File: src/rtl/fp32_mul_arbiter.sv
// Round-robin arbiter sharing one fixed-latency fp32 multiplier among NREQ requesters.
// A valid/tag pipeline tracks in-flight ops; results land in one-entry response buffers.
module fp32_mul_arbiter #(
    parameter int unsigned NREQ    = 4,
    parameter int unsigned TAGW    = 2,
    parameter int unsigned MUL_LAT = 3
) (
    input  logic                 clk,
    input  logic                 rst_n,
    input  logic [NREQ-1:0]      req_valid,
    output logic [NREQ-1:0]      req_ready,
    input  logic [32*NREQ-1:0]   req_a,
    input  logic [32*NREQ-1:0]   req_b,
    input  logic [3*NREQ-1:0]    req_rm,
    output logic [NREQ-1:0]      rsp_valid,
    input  logic [NREQ-1:0]      rsp_ready,
    output logic [32*NREQ-1:0]   rsp_result,
    output logic [4*NREQ-1:0]    rsp_flags,
    output logic [31:0]          mul_a,
    output logic [31:0]          mul_b,
    output logic [2:0]           mul_rm,
    input  logic [31:0]          mul_result,
    input  logic                 mul_nv,
    input  logic                 mul_of,
    input  logic                 mul_uf,
    input  logic                 mul_nx,
    output logic                 busy
);

    logic [NREQ-1:0]     owned_q;
    logic [TAGW-1:0]     ptr_q;
    logic [MUL_LAT:0]    vld_q;
    logic [TAGW-1:0]     tag_q [MUL_LAT+1];
    logic [31:0]         mul_a_q;
    logic [31:0]         mul_b_q;
    logic [2:0]          mul_rm_q;
    logic [NREQ-1:0]     rsp_valid_q;
    logic [32*NREQ-1:0]  rsp_result_q;
    logic [4*NREQ-1:0]   rsp_flags_q;

    logic [NREQ-1:0]     eligible;
    logic [NREQ-1:0]     grant;
    logic [NREQ-1:0]     drain;
    logic                found;
    logic [TAGW-1:0]     win;
    logic [TAGW-1:0]     idx;
    logic [31:0]         sel_a;
    logic [31:0]         sel_b;
    logic [2:0]          sel_rm;

    // Search starts just after the last winner so every requester gets a turn.
    always_comb begin
        eligible = req_valid & ~owned_q;
        grant    = '0;
        found    = 1'b0;
        win      = ptr_q;
        idx      = ptr_q;
        for (int unsigned k = 1; k <= NREQ; k++) begin
            idx = TAGW'((32'(ptr_q) + k) % NREQ);
            if (!found && eligible[idx]) begin
                found = 1'b1;
                win   = idx;
            end
        end
        if (found) begin
            grant[win] = 1'b1;
        end
    end

    always_comb begin
        sel_a  = '0;
        sel_b  = '0;
        sel_rm = '0;
        for (int i = 0; i < NREQ; i++) begin
            if (grant[i]) begin
                sel_a  = req_a[32*i +: 32];
                sel_b  = req_b[32*i +: 32];
                sel_rm = req_rm[3*i +: 3];
            end
        end
    end

    assign drain = rsp_valid_q & rsp_ready;

    always_ff @(posedge clk or negedge rst_n) begin
        if (!rst_n) begin
            owned_q      <= '0;
            ptr_q        <= TAGW'(NREQ - 1);
            vld_q        <= '0;
            for (int s = 0; s <= MUL_LAT; s++) begin
                tag_q[s] <= '0;
            end
            mul_a_q      <= '0;
            mul_b_q      <= '0;
            mul_rm_q     <= '0;
            rsp_valid_q  <= '0;
            rsp_result_q <= '0;
            rsp_flags_q  <= '0;
        end else begin
            owned_q <= (owned_q | grant) & ~drain;
            if (found) begin
                ptr_q    <= win;
                mul_a_q  <= sel_a;
                mul_b_q  <= sel_b;
                mul_rm_q <= sel_rm;
            end
            vld_q    <= {vld_q[MUL_LAT-1:0], found};
            tag_q[0] <= win;
            for (int s = 1; s <= MUL_LAT; s++) begin
                tag_q[s] <= tag_q[s-1];
            end
            for (int i = 0; i < NREQ; i++) begin
                if (drain[i]) begin
                    rsp_valid_q[i]           <= 1'b0;
                    rsp_result_q[32*i +: 32] <= '0;
                    rsp_flags_q[4*i +: 4]    <= '0;
                end
                if (vld_q[MUL_LAT] && tag_q[MUL_LAT] == TAGW'(i)) begin
                    rsp_valid_q[i]           <= 1'b1;
                    rsp_result_q[32*i +: 32] <= mul_result;
                    rsp_flags_q[4*i +: 4]    <= {mul_nv, mul_of, mul_uf, mul_nx};
                end
            end
        end
    end

    assign req_ready  = grant;
    assign rsp_valid  = rsp_valid_q;
    assign rsp_result = rsp_result_q;
    assign rsp_flags  = rsp_flags_q;
    assign mul_a      = mul_a_q;
    assign mul_b      = mul_b_q;
    assign mul_rm     = mul_rm_q;
    assign busy       = |owned_q;

    // Ownership keeps a buffer empty whenever its result lands.
    a_no_overflow: assert property (@(posedge clk) disable iff (!rst_n)
        vld_q[MUL_LAT] |-> !rsp_valid_q[tag_q[MUL_LAT]]);
    a_one_grant: assert property (@(posedge clk) disable iff (!rst_n) $onehot0(grant));

endmodule

File: config.mk
export PLATFORM = sky130hd
export DESIGN_NAME = fp32_mul_arbiter
export DESIGN_NICKNAME = d
export VERILOG_FILES = /design/src/rtl/fp32_mul_arbiter.sv
export SDC_FILE = /design/constraint.sdc
export NUM_CORES = 1
export LEC_CHECK = 0
export ABC_AREA = 1
export CAP_MARGIN = 0
export CORE_AREA = 4 4 206 208
export CTS_CLUSTER_SIZE = 12
export DETAILED_ROUTE_END_ITERATION = 8
export DIE_AREA = 0 0 210 212
export GPL_TIMING_DRIVEN = 1
export MAX_ROUTING_LAYER = met4
export PLACE_DENSITY_LB_ADDON = 0.1
export SYNTH_ARGS = -nofsm -noshare
export SYNTH_HDL_FRONTEND = slang
export SYNTH_SLANG_ARGS = --single-unit
File: constraint.sdc
create_clock -name clk -period 3.3 [get_ports clk]
set_input_delay 0.66 -clock clk [delete_from_list [all_inputs] [get_ports clk]]
set_output_delay 0.66 -clock clk [all_outputs]
set_load 0.05 [all_outputs]
After elaboration in Yosys (flattened, before gate mapping)
Cells that the tools add are included.
{"block": "op_classes", "n_addsub": 4, "order_cmp": 6, "eq_ne": 3, "muxes": 55, "n_bitwise": 6, "n_reduce_logical": 17}
{"operator": "32-bit two-way mux", "n": 16}
{"operator": "4-bit two-way mux", "n": 9}
{"operator": "1-bit two-way mux", "n": 17}
{"operator": "2-bit by 3-bit less-than comparator with 1-bit output, second input constant", "n": 5}
{"operator": "4-bit bitwise AND", "n": 3}
{"operator": "3-bit two-way mux", "n": 4}
{"operator": "1-bit binary-select mux with 2-bit select", "n": 4}
{"operator": "1-bit logical AND", "n": 8}
{"operator": "2-bit two-way mux", "n": 4}
{"operator": "4-bit NOT", "n": 2}
{"operator": "2-bit nonzero test", "n": 4}
{"operator": "2-bit by 1-bit adder with 2-bit output, second input constant", "n": 2}
{"operator": "2-bit adder, second input constant", "n": 2}
{"operator": "2-bit == test, second input constant", "n": 2}
{"operator": "4-bit bitwise OR", "n": 1}
{"operator": "4-bit OR reduction", "n": 1}
{"operator": "1-bit zero test", "n": 3}
{"operator": "1-bit demux with 2-bit select", "n": 1}
{"operator": "2-bit by 1-bit == test with 1-bit output, second input constant", "n": 1}
{"operator": "2-bit by 1-bit greater-or-equal comparator with 1-bit output, second input constant", "n": 1}
{"operator": "2-bit zero test", "n": 1}
{"block": "totals", "regBits": 233, "output_inout_bits": 220}

Depth between registers and ports, before layout
Gate-level depths: netlist of run 1.
{"block": "logic_depth", "ltp_word": 23, "depth_mapped": 18, "depth_no_buf": 15}

Worst setup path after synthesis of run 1
OpenSTA, ideal clock, no wires.
{"block": "synth_path", "path_kind": "reg-to-output", "startpoint": "register ptr_q[0]", "endpoint": "output req_ready[0]", "arrival_ps": 2163, "slack_ps": 477, "path_stages_with_launch": 16, "cell_sequence": "dfstp_2 buf_6 inv_4 nand3_1 nand2_1 nand2_1 nand2_1 nand2_1 nand2_1 nand2_1 nand2_2 nor2_4 buf_4 buf_2 nand2_1 inv_1"}
{"block": "synth_via", "elab_chain_cells": 18, "elab_cells_between_ends": 32, "cone_classes": "add/sub: 4; order compare: 2; mux: 19; reduce/logical: 7"}
{"element": "from (decl)", "line_no": "31", "rtl": "logic [TAGW-1:0] ptr_q;"}
{"element": "from (signal assigned)", "line_no": "88", "rtl": "ptr_q <= TAGW'(NREQ - 1);"}
{"element": "from (signal assigned)", "line_no": "102", "rtl": "ptr_q <= win;"}
{"element": "2-bit by 1-bit adder with 2-bit output", "line_no": "59", "rtl": "idx = TAGW'((32'(ptr_q) + k) % NREQ);"}
{"element": "1-bit binary-select mux with 2-bit select", "line_no": "60", "rtl": "if (!found && eligible[idx]) begin"}
{"element": "1-bit two-way mux (not written as such)", "line_no": "60"}
{"element": "1-bit two-way mux", "line_no": "60"}
{"element": "1-bit zero test", "line_no": "60"}
{"element": "1-bit logical AND", "line_no": "60"}
{"element": "1-bit two-way mux", "line_no": "60"}
{"element": "1-bit zero test", "line_no": "60"}
{"element": "(+2 left out)"}
{"element": "1-bit zero test", "line_no": "60"}
{"element": "1-bit logical AND", "line_no": "60"}
{"element": "2-bit two-way mux", "line_no": "60"}
{"element": "2-bit by 3-bit less-than comparator with 1-bit output (not written as such) / 2-bit by 1-bit greater-or-equal comparator with 1-bit output (equally long branches)", "line_no": "66", "rtl": "grant[win] = 1'b1;"}
{"element": "1-bit logical AND (not written as such)", "line_no": "66"}
{"element": "1-bit two-way mux (not written as such)", "line_no": "66"}
{"element": "1-bit demux with 2-bit select", "line_no": "66"}
{"element": "4-bit two-way mux *", "line_no": "65", "rtl": "if (found) begin"}
{"element": "to (decl)", "line_no": "11", "rtl": "output logic [NREQ-1:0] req_ready,"}
Mark *: on every way between the ends. The rest lies on a longest branch, timed or not. The select of a mux whose other input is x is not followed.

Worst setup path after layout of run 1
Ends and elaborated chain as after synthesis.

==> results of run 1 <==
## state kept, by name (all words and copies together), names as in the netlist, 4 cells and up
name	count
tag_q	8
owned_q	4
mul_a	32
rsp_flags	16
vld_q	4
rsp_valid	4
mul_b	32
rsp_result	128
## synthesized netlist by cell type (all sizes together)
library cell	number	area, um2
nand4	2	12.51
clkbuf	66	247.7
nor2	6	42.54
nand2	384	1449
a21boi	4	30.03
nand3	438	2207
o21ai	145	725.7
buf	42	230.2
dfrtp	231	5781
inv	183	689.4
and2	1	6.260
dfstp	2	52.55
## worst min path at each step
stage	startpoint	to	slack (ns)	depth (start not counted)
after CTS	rst_n	rsp_result[7]	0.09	1
after global placement	tag_q[3]	tag_q[1]	0.33	0
after global routing	rst_n	rsp_result[68]	0.11	1
final	rst_n	rsp_result[71]	0.09	1
after floorplan	tag_q[2]	tag_q[0]	0.33	0
after detailed placement	tag_q[3]	tag_q[1]	0.33	0
## cell families after synthesis
logic type             Yosys count
buffers and inverters          291
DFF                            233
AOI/OAI and AO/OA              149
and+or+nand+nor                831
## layer usage
layer | up-vias | wire length [um]
met2 | 418 | 23440
li1 | 5847 | -
met3 | 79 | 4035
met1 | 5684 | 19860
met4 | 0 | 1493
met5 | - | 0
## through the flow
stage | setup slack (ns) | cells | hold slack, ns | utilization
after floorplan | 0.4770 | 1504 | 0.3312 | -
after global placement | 0.1711 | 2488 | 0.3334 | 0.4288
after detailed placement | 0.1414 | 2488 | 0.3347 | 0.4288
after CTS | 0.01123 | 2536 | 0.09057 | 0.4510
after global routing | -0.02709 | 2546 | 0.1101 | 0.4530
final | 0.1418 | 2547 | 0.08598 | 0.4530
## layout by cell type, fill, tap and decap left out, types with 6 or more instances in the layout
| cell | Yosys | layout |
|---|---|---|
| clkdlybuf4s50_1 | 0 | 528 |
| nand3_1 | 435 | 428 |
| nand2_1 | 381 | 374 |
| dfrtp_1 | 231 | 231 |
| inv_1 | 180 | 180 |
| o21ai_0 | 144 | 144 |
| clkbuf_16 | 0 | 27 |
| buf_4 | 4 | 22 |
| buf_12 | 0 | 13 |
| nand3_2 | 3 | 10 |
| nand2_2 | 3 | 9 |
| diode_2 | 0 | 8 |
| clkbuf_1 | 66 | 6 |
## final cells by class
class                   count  area (um2)  share of cell area
inverters                 183       689.4             0.03753
well taps                 532       665.6             0.03623
repair buffers            565        5741              0.3125
multi-input cells         980        4541              0.2472
flip-flops and latches    233        5833              0.3175
diodes                      8       20.02            0.001090
clock buffers              38       767.0             0.04175
clock inverters             8       115.1            0.006266
## worst max-delay path: cells and delay by family, from the launching register on
kind | cells | cell delay (ns)
flops | 1 | 0.57
simple gates | 8 | 0.91
buf+inv | 4 | 0.49
## repair_timing
| item | CTS | global route |
|---|---|---|
| setup endpoints to repair | 1 | 3 |
| endpoints found under the hold margin | 0 | 0 |
| hold buffers | 0 | 0 |
| buffers inserted | 2 | 3 |
| gates resized for setup | 1 | 10 |
| pin swaps | 0 | 4 |
==> out/metrics.cfg, run 1 <==
[flow_run]
maxCapViolCount=0

[cts]
cts_buffers=27
clk_latency_ns=0.53
cts.sinks=233
tritoncts=yes
cts-root-buf=clkbuf_16
cts_buffer_depth=3
path_clk_slew_ns=0.05
cts_htree_levels=1

[grt]
grt_pass1_wl_um=73160
grtUsageMet1=0.2644
grt_busiest_layer=met2
grt_overflow_total=0
grt_use_total=0.2160
use_met2=0.3508
grt_pass1_vias=11960
grt_max_degree=74
antenna_found_initial=7
met3_usage=0.05710

[timing]
clock.fmax_ghz=0.3166
period_share=0.9570
slew_headroom=0.3449
fin_skew_ns=0.01135
hold_viol=0
maxSlewViolCount=0
min_period_ns=3.158
fin_setup_tns_ns=0
worstMarginPinSlew_ns=0.9815
setup_viol=0

[critical_path]
setup.worst_path.end_class=output pin
reg2reg_slack_ns=0.71
required_ns=2.64
r2r_start=ptr_q[0]
cpMaxStageDelayCell=dfstp_2
crit_path_end=req_ready[0]
slowest_delay_ns=0.57
timing.rr.end=mul_b[3]
rr_worst_depth=13
cp.arrival_ns=2.50
crit_start=ptr_q[0]
cp_max_fo=14
cp-start-kind=flop
crit_chain=inv_4, nand3_1, nand3_2, nand2_4, nand3_2, nand2_2, nand2_1, nand2_2, buf_8, nand2_1, inv_1, buf_12
crit_type=flop to output pin

[synthesis]
synth.avg_cell_area_um2=7.629
ys_warn_count=0
ys_seq_area_frac=0.5084
synth_adder_area_share=0
synth_compound_area_frac=0.06587
synth_area_um2=11470
synth_top_family_by_area=simple AND/OR/NAND/NOR gates
synthMuxAreaShare=0
synth_cell_type_count=23
ys_ff_latch=233
synth_nets=1818
synth-simple-area-share=0.3240
netlist_instances=1504
synth_xor_area_frac=0

[detailed_routing]
first_iter_violations=612
drt-pass1-iter-count=5
vias_per_cell=4.722
num_vias=12030
drc_errors=0
wl_per_cell_um=19.17
ant_nets=0
routed_wl_um=48830

[layout]
drive_above_1_share=0.05282
nets=2304
postLayoutCellArea_um2=18370
fillers=4181
areaGrowthSynthToFinish_pct=60.12

[die]
die_area_um2=44520
die_x_um=210
start_util=0.2829
core_um2=40550
die_y_um=212
io-pin-count=534
num_rows=74

[status]
status=complete, no violations

[hold_path]
min_path_type=primary input to async pin

[place]
placed_area_um2=17390
numPortBuffers=533
dp.final_hpwl_um=35090
gp_congestion=0.8862

Power of run 1 is not shown: default switching activity piles up to over one toggle a cycle in this logic, so the estimate is an artifact.
==> inputs of run 2 (changes only) <==
- CORE_AREA: 4 4 206 208 -> 4 4 203 205
- DIE_AREA: 0 0 210 212 -> 0 0 207 209
==> run 2 against run 1 <==
Register-to-register slack got worse by 0.05 ns; non-clock buffer count is 1 lower; maximum frequency rose by 0.89%; routed wire length rose by 0.91%; via count rose by 0.89%.
==> out/metrics.cfg, run 2 (synthesized netlist as in run 1, its figures left out) <==
[cts]
clk_latency_ns=0.53  ; about the same
tritoncts=yes
cts_htree_levels=1  ; unchanged
cts-root-buf=clkbuf_16
cts_buffers=27  ; unchanged
path_clk_slew_ns=0.06  ; about the same
cts.sinks=233  ; unchanged
cts_buffer_depth=3  ; unchanged

[die]
die_x_um=207  ; -1.4%
num_rows=73  ; -1.4%
io-pin-count=534  ; unchanged
die_area_um2=43260  ; -2.8%
core_um2=39460  ; -2.7%
die_y_um=209  ; -1.4%
start_util=0.2908  ; +0.007859

[critical_path]
crit_start=ptr_q[0]
cp_max_fo=6  ; -8
timing.rr.end=mul_a[12]
rr_worst_depth=14  ; +1
reg2reg_slack_ns=0.66  ; -0.05 ns
r2r_start=ptr_q[0]
crit_path_end=req_ready[3]
cp.arrival_ns=2.47  ; -0.03 ns
required_ns=2.64  ; about the same
crit_type=flop to output pin
setup.worst_path.end_class=output pin
cp-start-kind=flop

[timing]
period_share=0.9486  ; -0.008422
finalWorstSetupSlack_ns=0.1696  ; +0.02779 ns
min_period_ns=3.130  ; -0.02779 ns
maxSlewViolCount=0  ; unchanged
hold_viol=0  ; unchanged
clock.fmax_ghz=0.3195  ; +0.89%
fin_skew_ns=0.007514  ; -0.003835 ns
setup_viol=0  ; unchanged
worstMarginPinSlew_ns=0.9048  ; -0.07670 ns
slew_headroom=0.3961  ; +0.05119

[layout]
nets=2303  ; -0.043%
largest_register_ff_count=128  ; unchanged
final_cell_mix=528 x clkdlybuf4s50_1, 430 x nand3_1, 376 x nand2_1, 231 x dfrtp_1, 180 x inv_1
fillers=4047  ; -3.2%
areaGrowthSynthToFinish_pct=59.54
final_common_cell=clkdlybuf4s50_1
postLayoutCellArea_um2=18310  ; -0.36%
drive_above_1_share=0.04985  ; -0.002965

[place]
dp.final_hpwl_um=35360  ; +0.78%
numPortBuffers=533  ; unchanged
dp_slack_ns=0.2322  ; +0.09079 ns
gp_congestion=0.8919  ; +0.64%
placed_area_um2=17360  ; -0.19%

[detailed_routing]
routed_wl_um=49270  ; +0.91%
ant_nets=0  ; unchanged
drt-pass1-iter-count=5  ; unchanged
vias_per_cell=4.781  ; +1.2%
drc_errors=0  ; unchanged
num_vias=12140  ; +0.89%
dr_wl_met3_um=3722  ; -7.8%
wl_per_cell_um=19.41  ; +1.3%
wl_met2_um=24540  ; +4.7%
wl_met1_um=19990  ; +0.65%
top_layer=met4
first_iter_violations=604  ; -1.3%

[grt]
grt_use_total=0.2218  ; +0.005814
grt_max_degree=74  ; unchanged
antenna_found_initial=7  ; unchanged
grt_pass1_vias=11990  ; +0.28%
grt_overflow_total=0  ; unchanged
grt_pass1_wl_um=74300  ; +1.6%

[status]
status=complete, no violations

[flow_run]
maxCapViolCount=0  ; unchanged

[hold_path]
min_path_type=primary input to async pin

run 2: final cells by class:
class                           instances  area (um2)  area share
Inverter                              183       689.4     0.03766
Timing Repair Buffer                  564        5713      0.3121
Clock inverter                          6       85.08    0.004648
Tap cell                              525       656.9     0.03589
Clock buffer                           40       784.5     0.04286
Multi-Input combinational cell        980        4526      0.2472
Sequential cell                       233        5833      0.3187
Antenna cell                            7       17.52   0.0009569
run 2: repair_timing:
item / in CTS / in global routing
hold endpoints to repair: 0 / 0
endpoints found under the setup margin: 0 / 4
resized for setup: 0 / 5
buffers inserted: 0 / 4
hold buffers: 0 / 0
run 2: worst max-delay path, stage by stage, from the launching register on:
cell	delay [ns]
dfstp_2	0.59
buf_4	0.13
nand2_1	0.04
nand2_1	0.14
nand3_2	0.14
nand2_4	0.12
nand3_2	0.11
nand3_1	0.10
nand2_2	0.11
nor2_4	0.13
nand2_1	0.08
inv_1	0.10
buf_12	0.15
run 2: worst min path at each step:
| stage | startpoint | depth (start not counted) | slack, ns | endpoint |
|---|---|---|---|---|
| global route | rst_n | 1 | 0.09 | rsp_result[1] |
| detailed placement | tag_q[4] | 0 | 0.33 | tag_q[2] |
| finish | rst_n | 1 | 0.06 | rsp_result[1] |
| CTS | rst_n | 1 | 0.06 | rsp_result[1] |
| global placement | tag_q[4] | 0 | 0.33 | tag_q[2] |
| floorplan | tag_q[2] | 0 | 0.33 | tag_q[0] |
run 2: through the flow:
stage	util	hold WS, ns	cells	setup TNS, ns
floorplan	-	0.3312	1504	0
global placement	0.4398	0.3312	2481	0
detailed placement	0.4398	0.3347	2481	0
CTS	0.4619	0.06092	2527	0
global route	0.4639	0.08586	2538	-0.01192
finish	0.4639	0.05895	2538	0
run 2: layer usage:
layer	GRT usage	vias to the layer above
li1	-	5846
met1	0.2664	5777
met2	0.3795	455
met3	0.05435	57
met4	0.05107	0
met5	-	-
Power of run 2 is left out for the same reason.
